## config.mk

```make
export PLATFORM = sky130hd
export DESIGN_NAME = mem_initiator_flat
export DESIGN_NICKNAME = d
export VERILOG_FILES = /design/src/rtl/mem_initiator_if.sv /design/src/rtl/mem_initiator.sv /design/src/flat_wrapper.sv
export SDC_FILE = /design/constraint.sdc
export NUM_CORES = 1
export LEC_CHECK = 0
export BUFFER_PORTS_ARGS = -buffer_cell sky130_fd_sc_hd__buf_2
export CAP_MARGIN = 20
export CORE_UTILIZATION = 42
export CTS_CLUSTER_DIAMETER = 80
export DETAILED_ROUTE_END_ITERATION = 12
export PLACE_DENSITY = 0.77
export SYNTH_ARGS = -nofsm -noshare
export SYNTH_HDL_FRONTEND = slang
export SYNTH_SLANG_ARGS = --single-unit
export TNS_END_PERCENT = 5
```

## constraint.sdc

```tcl
create_clock -name clk -period 1.75 [get_ports clk]
set_clock_uncertainty 0.1 [all_clocks]
set_input_delay 0.4375 -clock clk [delete_from_list [all_inputs] [get_ports clk]]
set_output_delay 0.4375 -clock clk [all_outputs]
set_load 0.02 [all_outputs]
```

## src/rtl/mem_initiator_if.sv

```systemverilog
// rtl/mem_initiator_if.sv - request/response and MMU bus bundle for mem_initiator
//
// Purpose: groups the core-side load/store handshake and the MMU-side
// access signals into one interface.
// Modports:
//   master - the initiator: drives req_ready, resp_*, mem_* outputs.
//   slave  - the environment: drives req_*, mem_rdata, mem_ready.
// Signals:
//   req_valid/req_ready, req_write, req_signed, req_width[1:0], req_addr, req_wdata
//   resp_valid, resp_rdata, resp_error
//   mem_read_enable, mem_write_enable, mem_signed_read, mem_data_width[1:0],
//   mem_address, mem_wdata, mem_rdata, mem_ready
interface mem_initiator_if #(
    parameter int ADDR_WIDTH = 32,
    parameter int DATA_WIDTH = 32
);
    logic                  req_valid;
    logic                  req_ready;
    logic                  req_write;
    logic                  req_signed;
    logic [1:0]            req_width;
    logic [ADDR_WIDTH-1:0] req_addr;
    logic [DATA_WIDTH-1:0] req_wdata;

    logic                  resp_valid;
    logic [DATA_WIDTH-1:0] resp_rdata;
    logic                  resp_error;

    logic                  mem_read_enable;
    logic                  mem_write_enable;
    logic                  mem_signed_read;
    logic [1:0]            mem_data_width;
    logic [ADDR_WIDTH-1:0] mem_address;
    logic [DATA_WIDTH-1:0] mem_wdata;
    logic [DATA_WIDTH-1:0] mem_rdata;
    logic                  mem_ready;

    modport master (
        input  req_valid, req_write, req_signed, req_width, req_addr, req_wdata,
        input  mem_rdata, mem_ready,
        output req_ready, resp_valid, resp_rdata, resp_error,
        output mem_read_enable, mem_write_enable, mem_signed_read,
        output mem_data_width, mem_address, mem_wdata
    );

    modport slave (
        output req_valid, req_write, req_signed, req_width, req_addr, req_wdata,
        output mem_rdata, mem_ready,
        input  req_ready, resp_valid, resp_rdata, resp_error,
        input  mem_read_enable, mem_write_enable, mem_signed_read,
        input  mem_data_width, mem_address, mem_wdata
    );
endinterface

```

## src/rtl/mem_initiator.sv

```systemverilog
// rtl/mem_initiator.sv - load/store master driving the MMU enable/mem_ready handshake
//
// Purpose: accepts one load/store at a time, checks alignment, runs a single
// MMU access (ISSUE, WAIT, GAP) and returns a one-cycle response.
// Ports:
//   clk   - rising-edge clock
//   reset - synchronous, active-high reset
//   bus   - mem_initiator_if.master (request, response and MMU signals)
// Optional feature: define MEM_TIMEOUT_EN to abort a WAIT lasting
// TIMEOUT_CYCLES cycles with an error response.
module mem_initiator #(
    parameter int ADDR_WIDTH     = 32,
    parameter int DATA_WIDTH     = 32,
    parameter int TIMEOUT_CYCLES = 255
) (
    input logic             clk,
    input logic             reset,
    mem_initiator_if.master bus
);
    typedef enum logic [2:0] {
        S_IDLE  = 3'd0,
        S_ISSUE = 3'd1,
        S_WAIT  = 3'd2,
        S_GAP   = 3'd3,
        S_RESP  = 3'd4
    } state_t;

    state_t                r_state;
    logic                  r_req_ready;
    logic                  r_resp_valid;
    logic [DATA_WIDTH-1:0] r_resp_rdata;
    logic                  r_resp_error;
    logic                  r_mem_read_enable;
    logic                  r_mem_write_enable;
    logic                  r_mem_signed_read;
    logic [1:0]            r_mem_data_width;
    logic [ADDR_WIDTH-1:0] r_mem_address;
    logic [DATA_WIDTH-1:0] r_mem_wdata;
    logic                  r_write;
    logic                  w_misaligned;

`ifdef MEM_TIMEOUT_EN
    localparam int TW = $clog2(TIMEOUT_CYCLES + 1);
    localparam logic [TW-1:0] TIMER_LAST = TW'(TIMEOUT_CYCLES - 1);
    logic [TW-1:0] r_timer;
`else
    // keeps TIMEOUT_CYCLES referenced when the timeout counter is compiled out
    logic w_unused_timeout;
    assign w_unused_timeout = (TIMEOUT_CYCLES == 0);
`endif

    // width 2'b11 has no legal encoding, so it is rejected like a misaligned access
    always_comb begin
        w_misaligned = 1'b0;
        case (bus.req_width)
            2'b00:   w_misaligned = 1'b0;
            2'b01:   w_misaligned = bus.req_addr[0];
            2'b10:   w_misaligned = |bus.req_addr[1:0];
            default: w_misaligned = 1'b1;
        endcase
    end

    always_ff @(posedge clk) begin
        if (reset) begin
            r_state            <= S_IDLE;
            r_req_ready        <= 1'b1;
            r_resp_valid       <= 1'b0;
            r_resp_rdata       <= '0;
            r_resp_error       <= 1'b0;
            r_mem_read_enable  <= 1'b0;
            r_mem_write_enable <= 1'b0;
            r_mem_signed_read  <= 1'b0;
            r_mem_data_width   <= 2'b00;
            r_mem_address      <= '0;
            r_mem_wdata        <= '0;
            r_write            <= 1'b0;
`ifdef MEM_TIMEOUT_EN
            r_timer            <= '0;
`endif
        end else begin
            r_resp_valid <= 1'b0;
            case (r_state)
                S_IDLE: begin
                    r_resp_rdata <= '0;
                    r_resp_error <= 1'b0;
                    if (bus.req_valid) begin
                        r_req_ready <= 1'b0;
                        r_write     <= bus.req_write;
                        if (w_misaligned) begin
                            // no MMU access: answer with an error straight away
                            r_state      <= S_RESP;
                            r_resp_valid <= 1'b1;
                            r_resp_error <= 1'b1;
                        end else begin
                            r_state            <= S_ISSUE;
                            r_mem_read_enable  <= ~bus.req_write;
                            r_mem_write_enable <= bus.req_write;
                            r_mem_signed_read  <= bus.req_signed & ~bus.req_write;
                            r_mem_data_width   <= bus.req_width;
                            r_mem_address      <= bus.req_addr;
                            r_mem_wdata        <= bus.req_wdata;
`ifdef MEM_TIMEOUT_EN
                            r_timer            <= '0;
`endif
                        end
                    end
                end
                // mem_ready still shows the MMU's pre-request idle state here
                S_ISSUE: r_state <= S_WAIT;
                S_WAIT: begin
                    if (bus.mem_ready) begin
                        if (!r_write) begin
                            r_resp_rdata <= bus.mem_rdata;
                        end
                        r_mem_read_enable  <= 1'b0;
                        r_mem_write_enable <= 1'b0;
                        r_state            <= S_GAP;
                    end
`ifdef MEM_TIMEOUT_EN
                    else if (r_timer == TIMER_LAST) begin
                        r_resp_error       <= 1'b1;
                        r_mem_read_enable  <= 1'b0;
                        r_mem_write_enable <= 1'b0;
                        r_state            <= S_GAP;
                    end else begin
                        r_timer <= r_timer + 1'b1;
                    end
`endif
                end
                // enables are already low here, giving the MMU an idle cycle
                S_GAP: begin
                    r_state      <= S_RESP;
                    r_resp_valid <= 1'b1;
                end
                S_RESP: begin
                    r_state      <= S_IDLE;
                    r_req_ready  <= 1'b1;
                    r_resp_rdata <= '0;
                    r_resp_error <= 1'b0;
                end
                default: begin
                    r_state     <= S_IDLE;
                    r_req_ready <= 1'b1;
                end
            endcase
        end
    end

    assign bus.req_ready        = r_req_ready;
    assign bus.resp_valid       = r_resp_valid;
    assign bus.resp_rdata       = r_resp_rdata;
    assign bus.resp_error       = r_resp_error;
    assign bus.mem_read_enable  = r_mem_read_enable;
    assign bus.mem_write_enable = r_mem_write_enable;
    assign bus.mem_signed_read  = r_mem_signed_read;
    assign bus.mem_data_width   = r_mem_data_width;
    assign bus.mem_address      = r_mem_address;
    assign bus.mem_wdata        = r_mem_wdata;
endmodule

```

## src/flat_wrapper.sv

```systemverilog
// flat-port wrapper written by rule: the top's interface ports become plain ports
module mem_initiator_flat 
#(
    parameter int ADDR_WIDTH     = 32,
    parameter int DATA_WIDTH     = 32,
    parameter int TIMEOUT_CYCLES = 255
)
  (clk, reset, bus_req_valid, bus_req_write, bus_req_signed, bus_req_width, bus_req_addr, bus_req_wdata, bus_mem_rdata, bus_mem_ready, bus_req_ready, bus_resp_valid, bus_resp_rdata, bus_resp_error, bus_mem_read_enable, bus_mem_write_enable, bus_mem_signed_read, bus_mem_data_width, bus_mem_address, bus_mem_wdata);
  mem_initiator_if #(.ADDR_WIDTH(ADDR_WIDTH), .DATA_WIDTH(DATA_WIDTH)) bus_i ();
  input logic clk;
  input logic reset;
  input wire logic [$bits(bus_i.req_valid)-1:0] bus_req_valid;
  input wire logic [$bits(bus_i.req_write)-1:0] bus_req_write;
  input wire logic [$bits(bus_i.req_signed)-1:0] bus_req_signed;
  input wire logic [$bits(bus_i.req_width)-1:0] bus_req_width;
  input wire logic [$bits(bus_i.req_addr)-1:0] bus_req_addr;
  input wire logic [$bits(bus_i.req_wdata)-1:0] bus_req_wdata;
  input wire logic [$bits(bus_i.mem_rdata)-1:0] bus_mem_rdata;
  input wire logic [$bits(bus_i.mem_ready)-1:0] bus_mem_ready;
  output wire logic [$bits(bus_i.req_ready)-1:0] bus_req_ready;
  output wire logic [$bits(bus_i.resp_valid)-1:0] bus_resp_valid;
  output wire logic [$bits(bus_i.resp_rdata)-1:0] bus_resp_rdata;
  output wire logic [$bits(bus_i.resp_error)-1:0] bus_resp_error;
  output wire logic [$bits(bus_i.mem_read_enable)-1:0] bus_mem_read_enable;
  output wire logic [$bits(bus_i.mem_write_enable)-1:0] bus_mem_write_enable;
  output wire logic [$bits(bus_i.mem_signed_read)-1:0] bus_mem_signed_read;
  output wire logic [$bits(bus_i.mem_data_width)-1:0] bus_mem_data_width;
  output wire logic [$bits(bus_i.mem_address)-1:0] bus_mem_address;
  output wire logic [$bits(bus_i.mem_wdata)-1:0] bus_mem_wdata;
  assign bus_i.req_valid = bus_req_valid;
  assign bus_i.req_write = bus_req_write;
  assign bus_i.req_signed = bus_req_signed;
  assign bus_i.req_width = bus_req_width;
  assign bus_i.req_addr = bus_req_addr;
  assign bus_i.req_wdata = bus_req_wdata;
  assign bus_i.mem_rdata = bus_mem_rdata;
  assign bus_i.mem_ready = bus_mem_ready;
  assign bus_req_ready = bus_i.req_ready;
  assign bus_resp_valid = bus_i.resp_valid;
  assign bus_resp_rdata = bus_i.resp_rdata;
  assign bus_resp_error = bus_i.resp_error;
  assign bus_mem_read_enable = bus_i.mem_read_enable;
  assign bus_mem_write_enable = bus_i.mem_write_enable;
  assign bus_mem_signed_read = bus_i.mem_signed_read;
  assign bus_mem_data_width = bus_i.mem_data_width;
  assign bus_mem_address = bus_i.mem_address;
  assign bus_mem_wdata = bus_i.mem_wdata;
  mem_initiator #(.ADDR_WIDTH(ADDR_WIDTH), .DATA_WIDTH(DATA_WIDTH), .TIMEOUT_CYCLES(TIMEOUT_CYCLES)) u_core (.clk(clk), .reset(reset), .bus(bus_i));
endmodule
```

==> results of run 1 <==
[worst paths after layout]
check	endpoint	slack, ns
worst max-delay path	u_core.bus.mem_wdata[10]	-0.04
worst max register to register	u_core.bus.mem_wdata[10]	-0.04
worst min register to register	u_core.bus.resp_error	0.36
worst min-delay path	u_core.bus.mem_wdata[6]	0.22
[layout make-up]
class	count	area, sq um
multi-input cells	273	2170
repair buffers	235	1400
fillers	919	4280
clock buffers	9	124
flip-flops and latches	108	2160
clock inverters	7	57.6
well taps	136	170
[sequential cells by signal, indices dropped and copies added, names as in the netlist]
| signal | cells |
|---|---|
| u_core.bus.mem_address | 32 |
| u_core.bus.mem_data_width | 2 |
| u_core.bus.mem_read_enable | 1 |
| u_core.bus.mem_signed_read | 1 |
| u_core.bus.mem_wdata | 32 |
| u_core.bus.mem_write_enable | 1 |
| u_core.bus.req_ready | 1 |
| u_core.bus.resp_error | 1 |
| u_core.bus.resp_rdata | 32 |
| u_core.bus.resp_valid | 1 |
| u_core.r_state | 3 |
| u_core.r_write | 1 |
[power by group through the flow]
stage          combinational, mW  clock [mW]  sequential (mW)
2_1_floorplan              0.502           0             2.95
3_3_place_gp                1.05           0             2.75
3_5_place_dp                1.08           0             2.76
4_1_cts                     1.10        1.49             2.71
5_1_grt                     1.23        1.60             2.73
6_report                    1.15        1.42             2.71
[layer usage]
metal / GRT usage, % / share of wire (%)
met3: 4.33 / 6.1
met4: 6.85 / 1.6
met5: 0 / 0
met2: 33.8 / 50
met1: 22.1 / 43
[layout by cell type, fill, tap and decap left out, drive strengths merged, types with 2 or more instances in the layout]
master / n
a31oi: 2
clkinv: 2
buf: 232
a21oi: 4
nand2b: 133
nor2: 3
mux2i: 68
or3b: 2
inv: 4
clkbuf: 12
o21ai: 2
nand2: 3
o2111ai: 2
dfxtp: 108
nand4b: 2
o221a: 32
or4b: 2
nor3: 5
[tightest hold or removal path, cell delays in order]
cell      delay (ns)
buf_2           0.10
nand2b_1        0.05
mux2i_1         0.06
[cells by family after synthesis]
family,share of synthesized area (%)
XOR/XNOR,0.194
buffers and inverters,4.59
AO/OA/AOI/OAI,10.5
multiplexers,15.3
flip-flops,47.8
AND/OR/NAND/NOR,21.7
[stage by stage]
step / hold slack (ns) / util [%] / TNS (ns)
after CTS: 0.201 / 57.6 / -2.41
after detailed placement: 0.345 / 55.5 / -11.09
after global routing: 0.198 / 58.7 / -3.17
final: 0.223 / 58.7 / -0.199
after floorplan: 0.345 / - / -1.52
after global placement: 0.335 / 55.5 / -7.99
[timing repair]
action                                  CTS  global route
gates resized for setup                   2            10
endpoints found under the setup margin   46            95
setup buffers                             1             1
pin swaps                                 0             1
cloned                                    1             3
==> flow_summary.ini, run 1 <==
[outcome]
status = finished with violations
violations = setup timing

[global_routing]
grt_usage_pct = 19.0
grt_max_degree = 61
grt_pass1_wl_um = 17100
first_global_vias = 3702
grt_overflow_total = 0
antenna_found_initial = 0

[cells_and_area]
design_area_sq_um = 6090
nets = 731
n_antenna_cell = 0
final_cell_count_no_fill = 768
area_growth_pct = 34.6
drive_above_1_share_pct = 46.5

[power_and_ir_drop]
vdd_ir_drop_max_v = 0.000480
cellPowerDensity_nw_per_um2 = 867
power_frac_comb_pct = 21.8
p_clk_share_pct = 26.9
power.switching_mw = 1.57
sw_frac_of_total_pct = 29.8
total_power_mw = 5.28
leakagePower_nw = 2.79
intPower_mw = 3.71
seq_power_share_pct = 51.3

[worst_setup_path]
crit_required_ns = 1.93
timing.critical_path.buf_inv = 2
start_kind = flop
rr_worst_depth = 5
critPathTopFamily = simple AND/OR/NAND/NOR gates
cp_slowest_cell = or4b_4
startpoint = u_core.r_state[0]
r2r-start = u_core.r_state[0]
path_depth = 5
critical_path.max_fanout = 8
critPathMaxStageDelay_ns = 0.57
end_kind = flop
crit_chain = or4b_4 > a21oi_4 > buf_12 > buf_16 > mux2i_2
cp.arrival_ns = 1.96
critical_path_class = reg2reg

[cts]
path_clk_slew_ns = 0.11
cts-root-buf = clkbuf_8
clockBufferDepth = 2
cts_tree = done
numCtsBuffers = 9
hold_buffers = 0
clock_latency_ns = 0.35
clock-sinks = 108
cts_max_level = 3

[synthesis]
ys_ff_latch = 108
yosysSeqAreaShare_pct = 47.8
synth_area_leaders = dfxtp_1, nand2b_1, mux2i_1, o221a_2, clkbuf_1
synth_edf_count = 0
synth_largest_area_cell = dfxtp_1
synthArstFlopShare_pct = 0
synth_top_area_share_pct = 47.8
syn_area_sq_um = 4520
yosysUniqueCellTypes = 33
synth_flop_cell = dfxtp_1
synthCells = 418
synth.most_common_cell = nand2b_1
synth_nets = 522
postSynthAreaPerCell_sq_um = 10.8
yosys-top-cells-count = nand2b_1, dfxtp_1, mux2i_1, o221a_2, clkbuf_1
yosysWarnings = 0

[timing]
finalCriticalPeriod_ns = 1.79
max_slew_margin_pct = 73.4
tightest_slew_ns = 0.398
clock.fmax_mhz = 560
maxSlewViolCount = 0
hold_violations = 0
rsz0062_at_grt = true
fin_ws_ns = -0.0369
period_share_pct = 102
setup_violations = 19

[hold_path]
min_from = bus_req_wdata[6]
hold_class = in2reg
hold_depth = 3

[placement]
pre_cts_ws_ns = -0.220
hpwl_um = 7910
portBuffers = 207
dpl.cell_count = 747
gp_congestion = 0.763
placed_area_sq_um = 5750

[route]
num_vias = 3770
drt_wl_total_um = 11100
dr.pass1.iters = 4
drt_iter0_drc = 203
vias_per_cell = 4.91
drcViolationCount = 0
wl_per_cell_um = 14.4
antenna_left = 0

[flow_run]
cap_violations = 0

[die]
fp.dieH_um = 106
row_count = 37
initial_core_util_pct = 43.6
ios = 208
die_w_um = 106
die-area_sq_um = 11200
core-area_sq_um = 10400
No activity file was read; power rests on OpenSTA's default activity.
==> run 2, diff against run 1 <==
Settings changed: BUFFER_PORTS_ARGS -buffer_cell sky130_fd_sc_hd__buf_2 to unset, CORE_UTILIZATION 42 to 56, DONT_BUFFER_PORTS set to 1, PLACE_DENSITY 0.77 to 0.75, TNS_END_PERCENT 5 to 20.
==> run 2 against run 1 <==
The flow still finishes with violations (setup timing). Wire length down 16%. Count of clock-buffer cells in the layout rose by 2. Global-route usage rose by 1.5 points. Fmax is 0.48% higher. First-iteration DRC count down 54%. Via count fell by 21%. Clock power rose by 3%. Register-to-register slack barely moved.
==> flow_summary.ini, run 2 (synthesized netlist as in run 1, its figures left out) <==
[outcome]
status = finished with violations
violations = setup timing

[timing]
setup_violations = 48
tightest_slew_ns = 0.491
maxSlewViolCount = 0
max_slew_margin_pct = 67.0
fin_ws_ns = -0.0284
finalCriticalPeriod_ns = 1.78
period_share_pct = 102
hold-worst-slack_ns = 0.0779
hold_violations = 0
fin_setup_tns_ns = -0.500
clock.fmax_mhz = 562
rsz0062_at_grt = true

[flow_run]
cap_violations = 0

[cts]
clock-sinks = 108
cts_max_level = 3
path_clk_slew_ns = 0.10
clockBufferDepth = 2
clock_latency_ns = 0.36
numCtsBuffers = 9
cts-root-buf = clkbuf_8
cts_tree = done

[worst_setup_path]
cp.arrival_ns = 1.97
start_kind = flop
critical_path_class = reg2reg
cp_slowest_cell = or4b_4
timing.critical_path.buf_inv = 2
crit_chain = or4b_4 > a21oi_4 > buf_12 > buf_6 > mux2i_1
crit_required_ns = 1.94
critPathMaxStageDelay_ns = 0.55
end_kind = flop
critical_path.max_fanout = 8
reg2reg_to = u_core.bus.mem_signed_read
r2r-start = u_core.r_state[0]
critPathTopFamily = simple AND/OR/NAND/NOR gates
startpoint = u_core.r_state[0]
r2r_slack_ns = -0.03
rr_worst_depth = 5

[global_routing]
grt_max_degree = 145
grt_pass1_wl_um = 13700
first_global_vias = 2872
grt_overflow_total = 0
grt_usage_pct = 20.5
antenna_found_initial = 0

[route]
drt_iter0_drc = 93
vias_per_cell = 5.78
antenna_left = 0
dr.pass1.iters = 4
wl_per_cell_um = 18.0
drcViolationCount = 0
num_vias = 2972
drt_wl_total_um = 9260

[placement]
gp_congestion = 0.736
pre_cts_ws_ns = -0.0515
hpwl_um = 6160
portBuffers = 0

[die]
initial_core_util_pct = 58.2
die_w_um = 91.9
ios = 208
row_count = 32
core-area_sq_um = 7770
fp.dieH_um = 91.9
die-area_sq_um = 8440

[cells_and_area]
mostFrequentLayoutCells = nand2b_1, dfxtp_1, mux2i_1
drive_above_1_share_pct = 17.7
area_growth_pct = 7.96
final_common_cell = nand2b_1
nets = 511
n_antenna_cell = 0

[power_and_ir_drop]
vdd_ir_drop_max_v = 0.000588
total_power_mw = 4.98
cellPowerDensity_nw_per_um2 = 1020
leakagePower_nw = 1.75

[hold_path]
hold_class = in2reg
hold_depth = 1
min_from = reset
holdPathEnd = u_core.bus.mem_write_enable
[run 2: cell count changes in the layout (fill, tap and decap cells not counted), moves of 2 or more]
cell,delta
buf_4,-13
inv_6,-2
clkinv_2,-2
buf_2,-207
clkbuf_8,+2
buf_6,+2
clkinv_4,+3
buf_16,-2
[run 2: worst max-delay path by stage]
| stage | to | slack, ns | cells after the start |
|---|---|---|---|
| final | u_core.bus.mem_signed_read | -0.03 | 5 |
| after global routing | u_core.bus.mem_wdata[14] | -0.07 | 5 |
| after CTS | u_core.bus.mem_wdata[25] | -0.03 | 4 |
| after detailed placement | u_core.bus.mem_address[14] | -0.05 | 4 |
| after global placement | u_core.bus.mem_wdata[29] | -0.02 | 4 |
| after floorplan | u_core.bus.mem_address[27] | -0.05 | 6 |
[run 2: power breakdown]
part	internal, mW	leakage (nW)	switching (mW)
Combinational	0.325	0.773	0.265
Clock	0.613	0.0976	0.844
Sequential	2.62	0.880	0.308
[run 2: through the flow]
step	util, %	area [sq um]	cells
4_1_cts	61.4	4770	508
5_1_grt	62.9	4880	514
6_report	62.9	4880	514
3_3_place_gp	58.8	4570	492
2_1_floorplan	-	4540	418
3_5_place_dp	58.8	4570	492
[run 2: routing by layer]
layer | GRT usage (%) | wire length (um)
met4 | 10.2 | 203
met3 | 8.04 | 888
met2 | 34.1 | 4470
met1 | 22.7 | 3700
met5 | 0 | 0
[run 2: area by class of cell]
class	count	area, sq um
fill	622	2880
multi-input combinational	273	2160
clock buffer	11	151
tap	102	128
sequential	108	2160
timing repair buffer	15	235
clock inverter	5	45.0
[run 2: repair_timing]
item	in CTS	in global routing
cloned	0	5
resized for setup	0	1
pin swaps	0	0
setup endpoints to repair	15	85
hold buffers	0	0
buffers inserted	0	1
==> run 3, diff against run 2 <==
Settings changed: CORE_ASPECT_RATIO set to 1.5.
==> run 3 against run 2 <==
The run still ends with setup timing left. Combinational power is essentially flat. Setup slack gained 0.025 ns. Hold slack gained 0.019 ns. Highest routed layer unchanged. Core utilization grew 1.8 points. Clock power grew 25%. Via count shrank 0.81%. Critical path depth is the same. Largest cell class unchanged. Non-clock buffer count grew 3. Count of clock-buffer cells in the layout shrank 1.
==> flow_summary.ini, run 3 (synthesized netlist as in run 1, its figures left out) <==
[worst_setup_path]
cp.arrival_ns = 1.92
critical_path_class = reg2reg
start_kind = flop
end_kind = flop
critical_path.max_fanout = 11
crit_required_ns = 1.91
rr_worst_depth = 5

[cells_and_area]
final_core_util_pct = 64.7
area_growth_pct = 10.3
multi_input_area_sq_um = 2160
final_common_cell = nand2b_1
nets = 514
design_area_sq_um = 4990
seq_area_sq_um = 2160
fillers = 640
drive_above_1_share_pct = 17.9
final_cell_count_no_fill = 517
mostFrequentLayoutCells = nand2b_1, dfxtp_1, mux2i_1

[placement]
placed_area_sq_um = 4650
gp_congestion = 0.740
dpl.cell_count = 498
hpwl_um = 6360
portBuffers = 0
pre_cts_ws_ns = -0.0485

[cts]
cts-root-buf = clkbuf_16
path_clk_slew_ns = 0.07
cts_tree = done
clock_latency_ns = 0.33
cts_max_level = 3
numCtsBuffers = 9
clock-sinks = 108
hold_buffers = 0
clockBufferDepth = 2

[global_routing]
use_met1_pct = 23.0
top_usage_layer = met2
antenna_found_initial = 1
first_global_vias = 2830
met2_usage_pct = 34.3
use_met3_pct = 8.71
grt_max_degree = 145
grt_pass1_wl_um = 13400
grt_usage_pct = 20.8
grt_overflow_total = 0

[hold_path]
hold_depth = 1
hold_class = in2reg

[power_and_ir_drop]
leakagePower_nw = 1.81
cellPowerDensity_nw_per_um2 = 1070
total_power_mw = 5.34
vdd_ir_drop_max_v = 0.000659

[die]
die_w_um = 75.4
die-area_sq_um = 8450
row_count = 39
ios = 208
core-area_sq_um = 7710
initial_core_util_pct = 58.7
fp.dieH_um = 112

[timing]
clock.fmax_mhz = 570
tightest_slew_ns = 0.495
hold-worst-slack_ns = 0.0972
max_slew_margin_pct = 66.7
fin_setup_tns_ns = -0.00352
period_share_pct = 100
fin_ws_ns = -0.00352
rsz0062_at_grt = true
finalCriticalPeriod_ns = 1.75
maxSlewViolCount = 0
setup_violations = 1
hold_violations = 0

[route]
drcViolationCount = 0
drt_iter0_drc = 191
num_vias = 2948
vias_per_cell = 5.70
drt_wl_total_um = 9050
wl_per_cell_um = 17.5
antenna_left = 0
dr.pass1.iters = 4

[flow_run]
cap_violations = 0

[outcome]
violations = setup timing
status = finished with violations
run 3: cell count changes in the layout (fill, tap and decap cells not counted), sizes merged:
cell / change
buf: +4
clkbuf: -2
clkinv: +2
clkinvlp: -1
diode: +1
inv: -1
run 3: cell type report:
| cell class | count | area share (%) |
|---|---|---|
| Timing Repair Buffer | 18 | 5.39 |
| Clock inverter | 5 | 0.577 |
| Antenna cell | 1 | 0.0501 |
| Clock buffer | 10 | 4.79 |
| Multi-Input combinational cell | 273 | 43.3 |
| Sequential cell | 108 | 43.3 |
| Tap cell | 102 | 2.56 |
run 3: timing repair:
item	CTS	global route
setup buffers	0	1
endpoints found under the setup margin	1	48
gates resized for setup	0	2
cloned	0	2
endpoints found under the hold margin	0	0
run 3: final timing paths:
| kind | startpoint | endpoint | slack, ns |
|---|---|---|---|
| hold reg to reg | u_core.r_write | u_core.r_write | 0.37 |
| setup reg to reg | u_core.r_state[0] | u_core.bus.mem_address[27] | -0.004 |
| hold / removal | reset | u_core.r_write | 0.1 |
| setup / recovery | u_core.r_state[0] | u_core.bus.mem_address[27] | -0.004 |
run 3: routing by layer:
layer,share of wire [%],up-vias
met2,51,133
met5,0,-
met4,1.6,0
met3,9.6,11
met1,38,1370
li1,-,1434
run 3: critical path, cell delays in order (launching register included):
cell	delay [ns]
dfxtp_1	0.31
or4b_4	0.57
a21oi_4	0.17
buf_12	0.17
buf_12	0.16
mux2i_1	0.20
run 3: power breakdown:
group | switching [mW] | internal, mW | leakage, nW
registers | 0.310 | 2.62 | 0.880
clock network | 0.828 | 0.988 | 0.138
logic | 0.258 | 0.334 | 0.792
total | 1.40 | 3.95 | 1.81
